### src/rtl/lc3_execute_stage_if.sv
// Execute-stage bus: operands, control and bypass selects in, registered
// results toward memory/writeback out.
interface lc3_execute_stage_if #(
    parameter int DATA_W = 16
);
    logic              enable_execute;
    logic [5:0]        E_control;
    logic              bypass_alu_1;
    logic              bypass_alu_2;
    logic              bypass_mem_1;
    logic              bypass_mem_2;
    logic [DATA_W-1:0] VSR1;
    logic [DATA_W-1:0] VSR2;
    logic [DATA_W-1:0] Mem_Bypass_Val;
    logic [DATA_W-1:0] IR;
    logic [DATA_W-1:0] npc_in;
    logic              Mem_Control_in;
    logic [1:0]        W_Control_in;

    logic [DATA_W-1:0] aluout;
    logic [DATA_W-1:0] pcout;
    logic [2:0]        dr;
    logic [2:0]        NZP;
    logic [DATA_W-1:0] M_Data;
    logic [DATA_W-1:0] IR_Exec;
    logic              Mem_Control_out;
    logic [1:0]        W_Control_out;
    logic [2:0]        sr1;
    logic [2:0]        sr2;

    modport master (
        output enable_execute, E_control, bypass_alu_1, bypass_alu_2,
               bypass_mem_1, bypass_mem_2, VSR1, VSR2, Mem_Bypass_Val,
               IR, npc_in, Mem_Control_in, W_Control_in,
        input  aluout, pcout, dr, NZP, M_Data, IR_Exec, Mem_Control_out,
               W_Control_out, sr1, sr2
    );

    modport slave (
        input  enable_execute, E_control, bypass_alu_1, bypass_alu_2,
               bypass_mem_1, bypass_mem_2, VSR1, VSR2, Mem_Bypass_Val,
               IR, npc_in, Mem_Control_in, W_Control_in,
        output aluout, pcout, dr, NZP, M_Data, IR_Exec, Mem_Control_out,
               W_Control_out, sr1, sr2
    );
endinterface

### src/rtl/lc3_execute_stage.sv
// LC3 execute stage: operand forwarding, ALU, address generation and the
// enable/reset-gated register bank feeding memory and writeback.
module lc3_execute_stage #(
    parameter int DATA_W          = 16,
    parameter bit ALU_BYPASS_PRIO = 1'b1
) (
    input  logic                 clock,
    input  logic                 reset,
    lc3_execute_stage_if.slave   ex
);
    typedef enum logic [3:0] {
        OP_BR  = 4'b0000,
        OP_ADD = 4'b0001,
        OP_ST  = 4'b0011,
        OP_AND = 4'b0101,
        OP_STR = 4'b0111,
        OP_NOT = 4'b1001,
        OP_STI = 4'b1011,
        OP_JMP = 4'b1100
    } opcode_e;

    logic [3:0]        opcode;
    logic [1:0]        alu_control;
    logic [1:0]        pcselect1;
    logic              pcselect2;
    logic              op2select;
    logic [DATA_W-1:0] op1;
    logic [DATA_W-1:0] src2;
    logic [DATA_W-1:0] alu_b;
    logic [DATA_W-1:0] alu_res;
    logic [DATA_W-1:0] offset;
    logic [DATA_W-1:0] base;
    logic [DATA_W-1:0] address;
    logic [2:0]        nzp_next;
    logic              is_alu_op;

    assign opcode      = ex.IR[15:12];
    assign alu_control = ex.E_control[5:4];
    assign pcselect1   = ex.E_control[3:2];
    assign pcselect2   = ex.E_control[1];
    assign op2select   = ex.E_control[0];

    assign ex.sr1 = ex.IR[8:6];
    assign ex.sr2 = (opcode inside {OP_ST, OP_STR, OP_STI}) ? ex.IR[11:9] : ex.IR[2:0];

    // Forwarding reads the registered aluout, closing the loop through the bank.
    always_comb begin
        op1 = ex.VSR1;
        if (ex.bypass_alu_1 && ex.bypass_mem_1)
            op1 = ALU_BYPASS_PRIO ? ex.aluout : ex.Mem_Bypass_Val;
        else if (ex.bypass_alu_1)
            op1 = ex.aluout;
        else if (ex.bypass_mem_1)
            op1 = ex.Mem_Bypass_Val;
    end

    always_comb begin
        src2 = ex.VSR2;
        if (ex.bypass_alu_2 && ex.bypass_mem_2)
            src2 = ALU_BYPASS_PRIO ? ex.aluout : ex.Mem_Bypass_Val;
        else if (ex.bypass_alu_2)
            src2 = ex.aluout;
        else if (ex.bypass_mem_2)
            src2 = ex.Mem_Bypass_Val;
    end

    assign alu_b = op2select ? src2 : {{(DATA_W-5){ex.IR[4]}}, ex.IR[4:0]};

    always_comb begin
        alu_res = '0;
        case (alu_control)
            2'b00:   alu_res = op1 + alu_b;
            2'b01:   alu_res = op1 & alu_b;
            2'b10:   alu_res = ~op1;
            default: alu_res = '0;
        endcase
    end

    always_comb begin
        offset = '0;
        case (pcselect1)
            2'b00:   offset = {{(DATA_W-11){ex.IR[10]}}, ex.IR[10:0]};
            2'b01:   offset = {{(DATA_W-9){ex.IR[8]}}, ex.IR[8:0]};
            2'b10:   offset = {{(DATA_W-6){ex.IR[5]}}, ex.IR[5:0]};
            default: offset = '0;
        endcase
    end

    assign base    = pcselect2 ? ex.npc_in : op1;
    assign address = base + offset;

    assign is_alu_op = (opcode inside {OP_ADD, OP_AND, OP_NOT});

    always_comb begin
        nzp_next = '0;
        if (opcode == OP_BR)
            nzp_next = ex.IR[11:9];
        else if (opcode == OP_JMP)
            nzp_next = '1;
    end

    always_ff @(posedge clock) begin
        if (reset) begin
            ex.aluout          <= '0;
            ex.pcout           <= '0;
            ex.dr              <= '0;
            ex.NZP             <= '0;
            ex.M_Data          <= '0;
            ex.IR_Exec         <= '0;
            ex.Mem_Control_out <= '0;
            ex.W_Control_out   <= '0;
        end else if (ex.enable_execute) begin
            ex.aluout          <= is_alu_op ? alu_res : address;
            ex.pcout           <= address;
            ex.dr              <= ex.IR[11:9];
            ex.NZP             <= nzp_next;
            ex.M_Data          <= src2;
            ex.IR_Exec         <= ex.IR;
            ex.Mem_Control_out <= ex.Mem_Control_in;
            ex.W_Control_out   <= ex.W_Control_in;
        end
    end
endmodule

### src/flat_wrapper.sv
// flat-port wrapper written by rule: the top's interface ports become plain ports
module lc3_execute_stage_flat 
#(
    parameter int DATA_W          = 16,
    parameter bit ALU_BYPASS_PRIO = 1'b1
)
  (clock, reset, ex_enable_execute, ex_E_control, ex_bypass_alu_1, ex_bypass_alu_2, ex_bypass_mem_1, ex_bypass_mem_2, ex_VSR1, ex_VSR2, ex_Mem_Bypass_Val, ex_IR, ex_npc_in, ex_Mem_Control_in, ex_W_Control_in, ex_aluout, ex_pcout, ex_dr, ex_NZP, ex_M_Data, ex_IR_Exec, ex_Mem_Control_out, ex_W_Control_out, ex_sr1, ex_sr2);
  lc3_execute_stage_if #(.DATA_W(DATA_W)) ex_i ();
  input  logic clock;
  input  logic reset;
  input wire logic [$bits(ex_i.enable_execute)-1:0] ex_enable_execute;
  input wire logic [$bits(ex_i.E_control)-1:0] ex_E_control;
  input wire logic [$bits(ex_i.bypass_alu_1)-1:0] ex_bypass_alu_1;
  input wire logic [$bits(ex_i.bypass_alu_2)-1:0] ex_bypass_alu_2;
  input wire logic [$bits(ex_i.bypass_mem_1)-1:0] ex_bypass_mem_1;
  input wire logic [$bits(ex_i.bypass_mem_2)-1:0] ex_bypass_mem_2;
  input wire logic [$bits(ex_i.VSR1)-1:0] ex_VSR1;
  input wire logic [$bits(ex_i.VSR2)-1:0] ex_VSR2;
  input wire logic [$bits(ex_i.Mem_Bypass_Val)-1:0] ex_Mem_Bypass_Val;
  input wire logic [$bits(ex_i.IR)-1:0] ex_IR;
  input wire logic [$bits(ex_i.npc_in)-1:0] ex_npc_in;
  input wire logic [$bits(ex_i.Mem_Control_in)-1:0] ex_Mem_Control_in;
  input wire logic [$bits(ex_i.W_Control_in)-1:0] ex_W_Control_in;
  output wire logic [$bits(ex_i.aluout)-1:0] ex_aluout;
  output wire logic [$bits(ex_i.pcout)-1:0] ex_pcout;
  output wire logic [$bits(ex_i.dr)-1:0] ex_dr;
  output wire logic [$bits(ex_i.NZP)-1:0] ex_NZP;
  output wire logic [$bits(ex_i.M_Data)-1:0] ex_M_Data;
  output wire logic [$bits(ex_i.IR_Exec)-1:0] ex_IR_Exec;
  output wire logic [$bits(ex_i.Mem_Control_out)-1:0] ex_Mem_Control_out;
  output wire logic [$bits(ex_i.W_Control_out)-1:0] ex_W_Control_out;
  output wire logic [$bits(ex_i.sr1)-1:0] ex_sr1;
  output wire logic [$bits(ex_i.sr2)-1:0] ex_sr2;
  assign ex_i.enable_execute = ex_enable_execute;
  assign ex_i.E_control = ex_E_control;
  assign ex_i.bypass_alu_1 = ex_bypass_alu_1;
  assign ex_i.bypass_alu_2 = ex_bypass_alu_2;
  assign ex_i.bypass_mem_1 = ex_bypass_mem_1;
  assign ex_i.bypass_mem_2 = ex_bypass_mem_2;
  assign ex_i.VSR1 = ex_VSR1;
  assign ex_i.VSR2 = ex_VSR2;
  assign ex_i.Mem_Bypass_Val = ex_Mem_Bypass_Val;
  assign ex_i.IR = ex_IR;
  assign ex_i.npc_in = ex_npc_in;
  assign ex_i.Mem_Control_in = ex_Mem_Control_in;
  assign ex_i.W_Control_in = ex_W_Control_in;
  assign ex_aluout = ex_i.aluout;
  assign ex_pcout = ex_i.pcout;
  assign ex_dr = ex_i.dr;
  assign ex_NZP = ex_i.NZP;
  assign ex_M_Data = ex_i.M_Data;
  assign ex_IR_Exec = ex_i.IR_Exec;
  assign ex_Mem_Control_out = ex_i.Mem_Control_out;
  assign ex_W_Control_out = ex_i.W_Control_out;
  assign ex_sr1 = ex_i.sr1;
  assign ex_sr2 = ex_i.sr2;
  lc3_execute_stage #(.DATA_W(DATA_W), .ALU_BYPASS_PRIO(ALU_BYPASS_PRIO)) u_core (.clock(clock), .reset(reset), .ex(ex_i));
endmodule
### config.mk
export PLATFORM = sky130hd
export DESIGN_NAME = lc3_execute_stage_flat
export DESIGN_NICKNAME = d
export VERILOG_FILES = /design/src/rtl/lc3_execute_stage_if.sv /design/src/rtl/lc3_execute_stage.sv /design/src/flat_wrapper.sv
export SDC_FILE = /design/constraint.sdc
export NUM_CORES = 1
export LEC_CHECK = 0
export CAP_MARGIN = 5
export CORE_MARGIN = 2
export CORE_UTILIZATION = 40
export CTS_CLUSTER_SIZE = 25
export DETAILED_ROUTE_END_ITERATION = 7
export GPL_ROUTABILITY_DRIVEN = 0
export PLACE_DENSITY = 0.83
export SLEW_MARGIN = 10
export SYNTH_ARGS = -nofsm -noshare
export SYNTH_HDL_FRONTEND = slang
export SYNTH_SLANG_ARGS = --single-unit
### constraint.sdc
create_clock -name clock -period 3.12 [get_ports clock]
set_input_delay 0.468 -clock clock [delete_from_list [all_inputs] [get_ports clock]]
set_output_delay 0.468 -clock clock [all_outputs]
set_load 0.05 [all_outputs]
Word-level counts from Yosys, hierarchy flattened
Cells that the tools add are included.
{"block": "classes", "add_sub_neg": 2, "n_mul": 0, "div_mod_pow": 0, "n_lt_le_gt_ge": 0, "n_eq_ne": 11, "shifts": 0, "muxes": 14, "bitwise_logic": 2, "n_reduce_logical": 7}
{"operator": "16-bit 2-to-1 mux", "n": 9}
{"operator": "16-bit one-hot mux with 3 select lines", "n": 2}
{"operator": "16-bit adder", "n": 2}
{"operator": "16-bit bitwise AND", "n": 1}
{"operator": "16-bit inverter", "n": 1}
{"operator": "4-bit equality test (second input constant)", "n": 3}
{"operator": "3-bit 2-to-1 mux", "n": 3}
{"operator": "4-bit by 3-bit equality test with 1-bit output (second input constant)", "n": 2}
{"operator": "3-bit nonzero test", "n": 2}
{"operator": "2-bit by 1-bit equality test with 1-bit output (second input constant)", "n": 2}
{"operator": "2-bit equality test (second input constant)", "n": 2}
{"operator": "4-bit by 1-bit equality test with 1-bit output (second input constant)", "n": 1}
{"operator": "4-bit by 2-bit equality test with 1-bit output (second input constant)", "n": 1}
{"operator": "2-bit logical NOT", "n": 2}
{"operator": "4-bit logical NOT", "n": 1}
{"operator": "1-bit logical AND", "n": 2}
{"block": "word_totals", "reg_bits": 73, "latchBits": 0, "mem_bits_rw": 0, "romBits": 0, "input_bits": 96, "output_inout_bits": 79, "mem_count": 0}

Longest topological paths before layout
Gate-level depths: netlist (run 1).
{"block": "logic_depth", "word_depth": 7, "ltp_mapped": 13, "mapped_depth_nobuf": 11}

Worst setup path before layout (run 1)
Ideal clock, no wire load.
{"block": "synth_timing", "path_kind": "input port to flip-flop", "startpoint": "in ex_bypass_mem_2", "endpoint": "reg u_core.ex.aluout[15]", "setup_time_ps": 117, "t_arrival_ps": 3294, "slack_ps": -292, "stages": 13, "n_path_buf": 2, "cell_sequence": "clkbuf_1 buf_2 mux2i_1 o21ai_0 nand2_1 nand2_1 ha_1 and2_4 a221o_1 a31o_1 or3_1 a31o_1 a32o_1"}
{"block": "synth_via", "elab_chain_len": 7, "elab_cells_between_ends": 9}
{"element": "start: declaration", "line_no": "flat_wrapper.sv:16", "text": "input wire logic [$bits(ex_i.bypass_mem_2)-1:0] ex_bypass_mem_2;"}
{"element": "16-bit 2-to-1 mux", "line_no": "lc3_execute_stage.sv:63", "text": "else if (ex.bypass_mem_2)"}
{"element": "16-bit 2-to-1 mux", "line_no": "lc3_execute_stage.sv:61", "text": "else if (ex.bypass_alu_2)"}
{"element": "16-bit 2-to-1 mux *", "line_no": "lc3_execute_stage.sv:59", "text": "if (ex.bypass_alu_2 && ex.bypass_mem_2)"}
{"element": "16-bit 2-to-1 mux *", "line_no": "lc3_execute_stage.sv:67", "text": "assign alu_b = op2select ? src2 : {{(DATA_W-5){ex.IR[4]}}, ex.IR[4:0]};"}
{"element": "16-bit adder / 16-bit bitwise AND (equally long branches)", "line_no": "lc3_execute_stage.sv:72, lc3_execute_stage.sv:73"}
{"element": "16-bit one-hot mux with 3 select lines *", "line_no": "lc3_execute_stage.sv:71", "text": "case (alu_control)"}
{"element": "16-bit 2-to-1 mux *", "line_no": "lc3_execute_stage.sv:113", "text": "ex.aluout <= is_alu_op ? alu_res : address;"}
{"element": "end signal: assignment", "line_no": "lc3_execute_stage.sv:113"}
{"element": "end: declaration", "line_no": "lc3_execute_stage_if.sv:43", "text": "output aluout, pcout, dr, NZP, M_Data, IR_Exec, Mem_Control_out,"}
Every way passes the cells marked *; elsewhere a longest branch is shown, timed or not.
A chain may end at the register's enable or synchronous reset.

Worst setup path in the final report (run 1)
{"block": "layout_timing", "startpoint": "in ex_Mem_Bypass_Val[1]", "endpoint": "reg u_core.ex.aluout[12]"}
{"block": "layout_via", "elab_chain_len": 7, "elab_cells_between_ends": 12}
{"element": "start: declaration", "line_no": "flat_wrapper.sv:19", "text": "input wire logic [$bits(ex_i.Mem_Bypass_Val)-1:0] ex_Mem_Bypass_Val;"}
{"element": "16-bit 2-to-1 mux", "line_no": "lc3_execute_stage.sv:63"}
{"element": "16-bit 2-to-1 mux", "line_no": "lc3_execute_stage.sv:61"}
{"element": "16-bit 2-to-1 mux", "line_no": "lc3_execute_stage.sv:59"}
{"element": "16-bit 2-to-1 mux", "line_no": "lc3_execute_stage.sv:67"}
{"element": "16-bit adder", "line_no": "lc3_execute_stage.sv:72", "text": "2'b00: alu_res = op1 + alu_b;"}
{"element": "16-bit one-hot mux with 3 select lines", "line_no": "lc3_execute_stage.sv:71"}
{"element": "16-bit 2-to-1 mux *", "line_no": "lc3_execute_stage.sv:113"}
Marks and branches as above.

==> results.py, run 1 <==
metrics = {
    "cts": {
        "clkTransAtPathRegs_ps": 60,
        "clockBufferDepth": 2,
        "cts_buffers": 9,
        "htreeDepth": 3,
        "postCtsHoldBufs": 0,
        "cts_sinks": 70,
        "cts-root-buf": "clkbuf_16",
        "cts_tree": "done",
        "clk_latency_ps": 350,
    },
    "final_layout": {
        "fin_area_um2": 8960,
        "fin_util_pct": 65.3,
        "diodes": 0,
        "syn_to_final_growth_pct": 60.8,
        "fin_nets": 1125,
        "drive_gt1_share_pct": 21.2,
    },
    "floorplanning": {
        "num_rows": 43,
        "die_w_um": 122,
        "start_util_pct": 40.6,
        "die_h_um": 122,
        "coreArea_um2": 13700,
        "dieArea_um2": 14900,
        "ios": 175,
    },
    "detailed_routing": {
        "drtIter0Drc": 598,
        "highest_layer": "met4",
        "drc": 0,
        "wl_per_cell_um": 17.9,
        "wl_met3_mm": 2.07,
        "drt-met1-wl_mm": 8.65,
        "drt_first_pass_iters": 6,
        "finalWirelength_mm": 21.1,
        "via_count": 6598,
        "drtAntennaViolNets": 0,
        "vias_per_cell": 5.59,
        "wl_met2_mm": 9.87,
    },
    "power": {
        "power_per_cell_area_nw_per_um2": 478,
        "p_leak_uw": 0.00404,
        "clkPwrFrac_pct": 28.0,
        "p_int_uw": 2680,
        "irDropWorstVdd_uv": 316,
        "comb_power_share_pct": 47.2,
        "p_switching_uw": 1610,
        "pwr-share-seq_pct": 24.8,
        "total_power_uw": 4290,
        "switching_share_pct": 37.5,
    },
    "synthesis": {
        "ys_warn_count": 0,
        "seq_area_frac_synth_pct": 25.1,
        "synthFlopType": "dfxtp_1",
        "yosys_register_bits": 70,
        "syn_inst": 713,
        "netlist_area_um2": 5570,
        "ys_types": 61,
        "synth.avg_cell_area_um2": 7.82,
        "synth_nets": 842,
        "async_reset_ff_share_pct": 0,
        "synth-edff-count": 0,
    },
    "timing": {
        "holdWs_ps": 380,
        "tns_ps": 0,
        "slew_headroom_pct": 36.6,
        "max_freq_mhz": 331,
        "fin_worst_skew_ps": 9.71,
        "layout_min_cycle_time_ps": 3020,
        "setup_viol": 0,
        "tightest_slew_ps": 948,
        "hold_viol": 0,
        "fin_crit_sh_pct": 96.9,
        "slew_viol_final": 0,
    },
    "setup_path": {
        "worstSetupPathDepth": 13,
        "crit_arrival_ps": 3250,
        "start_kind": "primary input",
        "crit_type": "in2reg",
        "cp_cell_sequence": "clkdlybuf4s50_1 -> mux2i_1 -> o21ai_0 -> mux2_2 -> buf_4 -> fa_2 -> a211o_1 -> nand2_1 -> o41ai_1 -> buf_4 -> o21ai_0 -> xor2_1 -> o211ai_1",
        "crit_family": "compound AO/OA/AOI/OAI gates",
        "worstPathRequired_ps": 3340,
        "critical_path_peak_fanout": 3,
        "cpMaxStageDelayCell": "clkdlybuf4s50_1",
        "end_kind": "register",
        "crit_path_max_incr_delay_ps": 450,
        "path_buf_inv": 3,
        "worstRegToRegCells": 11,
    },
    "global_route": {
        "grt_pass1_vias": 6434,
        "antenna_found_initial": 0,
        "grt_overflow": 0,
        "grt_max_degree": 36,
        "grt_pass1_wl_mm": 32.7,
        "grt_usage_pct": 28.2,
    },
    "placement": {
        "port_buffers": 174,
        "dp_hpwl_mm": 16.4,
        "place_area_um2": 8450,
    },
    "hold_path": {
        "hp-class": "in2reg",
        "min_path_cells": 2,
    },
    "run": {
        "drv_cap": 0,
    },
    "status": {
        "outcome": "finished, final reports clean",
    },
}
-- synthesized netlist by cell type, types with 4 or more instances --
library cell,number,area (µm²)
a211oi_1,9,67.6
a211o_1,5,43.8
o21bai_1,4,30.0
buf_2,6,30.0
and3_1,4,25.0
a31oi_1,4,25.0
dfxtp_1,70,1400
ha_1,31,388
nand2b_1,9,56.3
a21oi_1,44,220
a221o_1,4,40.0
xor2_1,12,105
o22ai_1,5,31.3
nor4_1,4,25.0
inv_1,19,71.3
nor3_1,7,35.0
buf_4,7,52.6
mux2_2,17,191
o21ai_0,56,280
nand2_1,93,349
o211ai_1,10,75.1
clkbuf_1,23,86.3
and2_1,8,50.1
buf_1,11,41.3
o21a_1,4,30.0
a21o_1,11,82.6
mux2i_1,82,821
nor2b_1,6,37.5
nor2_1,80,300
xnor2_1,11,96.3
a221oi_1,6,52.6
a22oi_1,4,30.0
-- cells in the final DEF (no fill, tap or decap), drive strengths merged, types with 5 or more instances in the layout --
cell type	n
clkdlybuf4s50	163
buf	149
nand2	93
mux2i	82
nor2	80
dfxtp	70
o21ai	57
a21oi	44
ha	31
inv	19
mux2	17
xor2	12
clkbuf	12
a21o	11
xnor2	11
o211ai	10
nand2b	9
and2	9
a211oi	9
nor3	8
nor2b	6
a221oi	6
o22ai	5
a211o	5
-- cell families after synthesis --
kind of cell | Yosys count | synth area share (%)
adders and majority gates | 33 | 7.68
AOI/OAI and AO/OA | 194 | 22.5
and+or+nand+nor | 227 | 17.7
muxes | 99 | 18.2
xor gates and xnor gates | 23 | 3.61
DFF | 70 | 25.1
buffers and inverters | 67 | 5.12
-- sequential cells by signal, summed over array words and instances (netlist names) --
register and count:
u_core.ex.aluout 16, u_core.ex.M_Data 16, u_core.ex.NZP 3, u_core.ex.pcout 16
u_core.ex.W_Control_out 2, u_core.ex.Mem_Control_out 1, u_core.ex.IR_Exec 16
-- power by group through the flow --
stage	clock network (µW)	registers, µW	logic [µW]
global placement	0	1070	1880
detailed placement	0	1080	1920
global route	1260	1070	2160
floorplan	0	1350	820
CTS	1220	1060	1950
finish	1200	1060	2020
-- metal layers --
metal  vias to the layer above  track usage [%]
met5                         -                0
li1                       3130                -
met3                        49             7.72
met1                      3069             34.8
met4                         0             8.26
met2                       350             47.9
-- layout make-up --
type                            count  area [µm²]
Tap cell                          180         225
Timing Repair Buffer              319        2900
Multi-Input combinational cell    576        4020
Fill cell                        1095        4760
Clock buffer                       10         229
Inverter                           20        76.3
Clock inverter                      6         110
Sequential cell                    70        1400
-- what timing repair did --
item,in CTS,in global routing
gates resized for setup,17,28
hold endpoints to repair,0,0
endpoints found under the setup margin,19,17
pin swaps,2,8
setup buffers,1,2
cloned,1,0
-- worst paths after layout --
| path | end | slack, ps | from |
|---|---|---|---|
| worst min register to register | u_core.ex.pcout[9] | 460 | u_core.ex.pcout[9] |
| worst min-delay path | u_core.ex.M_Data[15] | 380 | reset |
| worst max-delay path | u_core.ex.aluout[12] | 100 | ex_Mem_Bypass_Val[1] |
| worst max register to register | u_core.ex.aluout[15] | 340 | u_core.ex.aluout[9] |
-- per-stage QoR --
step           std cells  setup slack [ps]
6_report            1181              97.8
2_1_floorplan        713             -20.9
4_1_cts             1179              21.8
3_5_place_dp        1161              -717
3_3_place_gp        1161              -644
5_1_grt             1181             -29.6
Note: power is estimated with default switching activity, not from simulation.
==> run 2: changes to the inputs <==
CAP_MARGIN = 15   (was 5)
CORE_MARGIN = 5   (was 2)
==> run 2 against run 1 <==
Clock power fell by 19%; sequential cell count is the same; critical path depth did not move; via count fell by 0.39%; maximum frequency down 1.2%; register-to-register slack about the same; non-clock buffer count is 4 higher; die area grew 10%; first-iteration DRC count fell by 13%.
==> results.py, run 2 (synthesis gave the netlist of run 1 again) <==
metrics = {
    "final_layout": {
        "final_common_cell": "clkdlybuf4s50_1",
        "syn_to_final_growth_pct": 59.4,
        "mostFrequentLayoutCells": "clkdlybuf4s50_1, buf_4, nand2_1",
        "drive_gt1_share_pct": 20.9,
        "diodes": 0,
        "fin_nets": 1129,
        "nFillCells": 1113,
    },
    "timing": {
        "slew_viol_final": 0,
        "max_freq_mhz": 327,
        "tightest_slew_ps": 932,
        "fin_worst_skew_ps": 6.18,
        "finalWorstSetupSlack_ps": 62.5,
        "slew_headroom_pct": 37.7,
        "layout_min_cycle_time_ps": 3060,
        "setup_viol": 0,
        "holdWs_ps": 463,
        "fin_crit_sh_pct": 98.0,
        "hold_viol": 0,
    },
    "placement": {
        "place_ws_ps": -766,
        "dp_hpwl_mm": 16.7,
        "port_buffers": 174,
    },
    "run": {
        "drv_cap": 0,
    },
    "setup_path": {
        "critical_path_peak_fanout": 3,
        "crit_path_max_incr_delay_ps": 440,
        "crit_arrival_ps": 3290,
        "cpMaxStageDelayCell": "clkdlybuf4s50_1",
        "start_kind": "primary input",
        "crit_family": "compound AO/OA/AOI/OAI gates",
        "cp_cell_sequence": "clkdlybuf4s50_1 -> mux2i_1 -> nor2_1 -> a21oi_1 -> buf_4 -> inv_1 -> ha_1 -> a21o_1 -> a221o_1 -> a31o_1 -> or3_1 -> a31o_1 -> a32o_1",
        "path_buf_inv": 3,
        "worstPathRequired_ps": 3350,
        "cpMostUsedCell": "a31o_1",
        "end_kind": "register",
        "crit_type": "in2reg",
    },
    "detailed_routing": {
        "wl_per_cell_um": 18.2,
        "finalWirelength_mm": 21.5,
        "drt_first_pass_iters": 6,
        "drtIter0Drc": 523,
        "drtAntennaViolNets": 0,
        "drc": 0,
        "via_count": 6572,
        "vias_per_cell": 5.55,
    },
    "status": {
        "outcome": "finished, final reports clean",
    },
    "floorplanning": {
        "ios": 175,
        "coreArea_um2": 13800,
        "num_rows": 43,
        "start_util_pct": 40.5,
        "die_h_um": 128,
        "die_w_um": 128,
        "dieArea_um2": 16400,
    },
    "power": {
        "total_power_uw": 4050,
        "p_leak_uw": 0.00403,
        "power_per_cell_area_nw_per_um2": 456,
        "irDropWorstVdd_uv": 360,
    },
    "cts": {
        "clockBufferDepth": 2,
        "cts_buffers": 9,
        "cts_sinks": 70,
        "clk_latency_ps": 350,
        "cts_tree": "done",
        "cts-root-buf": "clkbuf_16",
        "clkTransAtPathRegs_ps": 50,
        "htreeDepth": 3,
    },
    "global_route": {
        "grt_pass1_vias": 6503,
        "grt_pass1_wl_mm": 33.0,
        "grt_max_degree": 52,
        "grt_usage_pct": 25.2,
        "antenna_found_initial": 0,
        "grt_overflow": 0,
    },
    "hold_path": {
        "hp-class": "reg2reg",
    },
}
[run 2: what timing repair did]
action	4_1_cts	5_1_grt
resized for setup	12	27
endpoints found under the setup margin	20	17
pin swaps	1	3
hold buffers	0	0
cloned	0	1
buffers inserted	0	2
[run 2: worst paths after layout]
| kind | cells past startpoint | endpoint | startpoint | slack (ps) |
|---|---|---|---|---|
| worst max-delay path | 13 | u_core.ex.aluout[15] | ex_Mem_Bypass_Val[7] | 60 |
| worst min-delay path | 2 | u_core.ex.pcout[14] | u_core.ex.pcout[14] | 460 |
| worst max register to register | 12 | u_core.ex.aluout[15] | u_core.ex.aluout[8] | 350 |
| worst min register to register | 2 | u_core.ex.pcout[14] | u_core.ex.pcout[14] | 460 |
[run 2: power breakdown]
group          internal [µW]  switching, µW
Sequential               982           75.1
Combinational            914           1110
Clock                    557            416
[run 2: cell type report]
class / count / area, µm² / area share, %
inverter: 20 / 80.1 / 0.902
clock buffer: 12 / 246 / 2.78
tap: 180 / 225 / 2.54
multi-input combinational: 576 / 3970 / 44.7
clock inverter: 4 / 22.5 / 0.254
sequential: 70 / 1400 / 15.8
timing repair buffer: 323 / 2930 / 33.0
[run 2: routing by layer]
layer / GRT usage (%) / wire (µm) / up-vias
met5: 0 / 0 / -
met4: 7.68 / 563 / 0
met3: 7.46 / 2560 / 49
met2: 41.3 / 9690 / 362
met1: 31.9 / 8730 / 3012
li1: - / - / 3149
[run 2: per-stage QoR]
| step | TNS [ps] | area (µm²) | utilization (%) | instances |
|---|---|---|---|---|
| after detailed placement | -11860 | 8500 | 61.7 | 1166 |
| after CTS | 0 | 8790 | 63.8 | 1182 |
| after global routing | -48.6 | 8880 | 64.5 | 1185 |
| final | 0 | 8880 | 64.5 | 1185 |
| after floorplan | -20.9 | 5610 | - | 713 |
| after global placement | -11010 | 8500 | 61.7 | 1166 |
[run 2: worst reg2reg max path: stages (launching register included)]
cell	delay, ps
dfxtp_1	320
buf_4	160
nand2_1	70
o21ai_1	90
nand2_1	80
nand2_1	50
ha_1	320
a21o_1	190
a221o_1	380
a31o_1	230
or3_1	340
a31o_1	230
a32o_1	200
==> run 3: changes to the inputs <==
CELL_PAD_IN_SITES_DETAIL_PLACEMENT = 1   (was default)
CELL_PAD_IN_SITES_GLOBAL_PLACEMENT = 2   (was default)
CORE_MARGIN = default   (was 5)
CORE_UTILIZATION = 24   (was 40)
PLACE_DENSITY = 0.88   (was 0.83)
==> run 3 against run 2 <==
Worst hold slack better by 15 ps; critical path depth is 2 higher; utilization is 23 points lower; die area is 45% higher; first-iteration DRC count is 34% lower; sequential share of layout area is 0.92 points lower; wire length is 21% higher; sequential power hardly changed; global-route usage is 4.0 points lower; maximum frequency is 0.23% lower.
==> results.py, run 3 (synthesis gave the netlist of run 1 again) <==
metrics = {
    "status": {
        "outcome": "finished, final reports clean",
    },
    "global_route": {
        "grt_usage_pct": 21.1,
        "grt_max_degree": 42,
        "antenna_found_initial": 0,
        "grt_overflow": 0,
        "grt_pass1_vias": 6904,
        "grt_pass1_wl_mm": 38.6,
    },
    "hold_path": {
        "min_path_cells": 2,
        "hp-class": "reg2reg",
    },
    "final_layout": {
        "fin_nets": 1160,
        "fin_cells": 1321,
        "regArea_um2": 1400,
        "syn_to_final_growth_pct": 69.3,
        "fin_area_um2": 9430,
        "final_common_cell": "buf_4",
        "drive_gt1_share_pct": 25.3,
        "multi_input_area_um2": 4090,
        "mostFrequentLayoutCells": "buf_4, clkdlybuf4s50_1, nand2_1",
        "diodes": 0,
        "nFillCells": 2683,
    },
    "detailed_routing": {
        "finalWirelength_mm": 26.1,
        "wl_per_cell_um": 19.8,
        "via_count": 6612,
        "vias_per_cell": 5.01,
        "drc": 0,
        "drt_first_pass_iters": 5,
        "drtAntennaViolNets": 0,
        "drtIter0Drc": 345,
    },
    "timing": {
        "slew_headroom_pct": 59.1,
        "max_freq_mhz": 326,
        "finalWorstSetupSlack_ps": 55.4,
        "setup_viol": 0,
        "hold_viol": 0,
        "fin_worst_skew_ps": 8.35,
        "layout_min_cycle_time_ps": 3060,
        "grt_setup_unrepaired": "true",
        "slew_viol_final": 0,
        "tns_ps": 0,
        "tightest_slew_ps": 612,
        "fin_crit_sh_pct": 98.2,
    },
    "floorplanning": {
        "coreArea_um2": 22700,
        "die_h_um": 154,
        "num_rows": 55,
        "die_w_um": 154,
        "dieArea_um2": 23800,
        "start_util_pct": 24.5,
        "ios": 175,
    },
    "setup_path": {
        "cp_cell_sequence": "buf_4 -> bufbuf_16 -> buf_4 -> mux2i_1 -> o21ai_0 -> buf_4 -> mux2_2 -> ha_1 -> a2111oi_2 -> o21ai_1 -> a21oi_2 -> a31oi_2 -> mux2i_1 -> buf_4 -> a32o_1",
        "crit_arrival_ps": 3320,
        "crit_path_max_incr_delay_ps": 370,
        "cpMaxStageDelayCell": "a2111oi_2",
        "worstPathRequired_ps": 3370,
        "worstRegToRegCells": 12,
        "crit_type": "in2reg",
        "critical_path_peak_fanout": 4,
        "end_kind": "register",
        "start_kind": "primary input",
        "cpMostUsedCell": "buf_4",
    },
    "placement": {
        "dp.cells": 1296,
        "place_ws_ps": -854,
        "place_area_um2": 8780,
        "port_buffers": 174,
        "dp_hpwl_mm": 20.3,
    },
    "cts": {
        "cts-root-buf": "clkbuf_16",
        "clockBufferDepth": 2,
        "cts_tree": "done",
        "postCtsHoldBufs": 0,
        "clk_latency_ps": 360,
        "clkTransAtPathRegs_ps": 60,
        "cts_buffers": 9,
        "htreeDepth": 3,
        "cts_sinks": 70,
    },
    "power": {
        "power_per_cell_area_nw_per_um2": 472,
        "p_leak_uw": 0.00423,
        "irDropWorstVdd_uv": 269,
    },
    "run": {
        "drv_cap": 0,
    },
}
-- run 3: changes by cell type in the layout (fill, tap and decap cells not counted), sizes merged --
| cell | previous run | this run |
|---|---|---|
| buf | 153 | 183 |
| bufbuf | 0 | 1 |
| bufinv | 0 | 2 |
| clkbuf | 15 | 13 |
| clkinv | 4 | 3 |
| clkinvlp | 1 | 2 |
-- run 3: through the flow --
step                      utilization, %  hold slack [ps]  power [µW]
after floorplan                        -              616        2170
after global placement              38.7              466        3090
after detailed placement            38.7              470        3140
after CTS                           40.6              484        4370
after global routing                41.5              510        4660
final                               41.5              478        4450
-- run 3: layout make-up --
| type | instances | area share [%] |
|---|---|---|
| tap | 285 | 3.78 |
| inverter | 20 | 0.809 |
| multi-input combinational | 576 | 43.4 |
| clock inverter | 6 | 0.902 |
| timing repair buffer | 354 | 33.7 |
| sequential | 70 | 14.9 |
| clock buffer | 10 | 2.53 |
-- run 3: path summary, 6_finish.rpt --
| check | slack, ps | from | end |
|---|---|---|---|
| setup / recovery | 60 | ex_bypass_mem_1 | u_core.ex.pcout[15] |
| hold / removal | 480 | u_core.ex.NZP[2] | u_core.ex.NZP[2] |
| setup reg to reg | 350 | u_core.ex.aluout[1] | u_core.ex.aluout[8] |
| hold reg to reg | 480 | u_core.ex.NZP[2] | u_core.ex.NZP[2] |
-- run 3: critical path, delay by kind of cell --
| kind | cells | cell delay (ps) |
|---|---|---|
| compound gates | 6 | 1240 |
| buf+inv | 5 | 850 |
| fa+ha+maj | 1 | 210 |
| mux | 3 | 540 |
-- run 3: layer usage --
metal,share of wire (%),global-route usage (%),vias to the layer above
li1,-,-,3194
met1,46,27.8,3199
met2,47,35.2,192
met3,6.0,4.96,27
met4,1.4,4.10,0
met5,0,0,-
-- run 3: power breakdown --
part	internal (µW)	leakage (µW)	total (µW)	switching [µW]
sequential	981	0.000577	1050	73.3
clock	720	0.000154	1180	460
combinational	1000	0.00350	2210	1210
total	2700	0.00423	4450	1740
-- run 3: what timing repair did --
item	CTS	global route
endpoints found under the hold margin	0	0
gates cloned	1	3
setup buffers	1	4
gates resized for setup	30	45
endpoints found under the setup margin	23	20
pin swaps	2	15
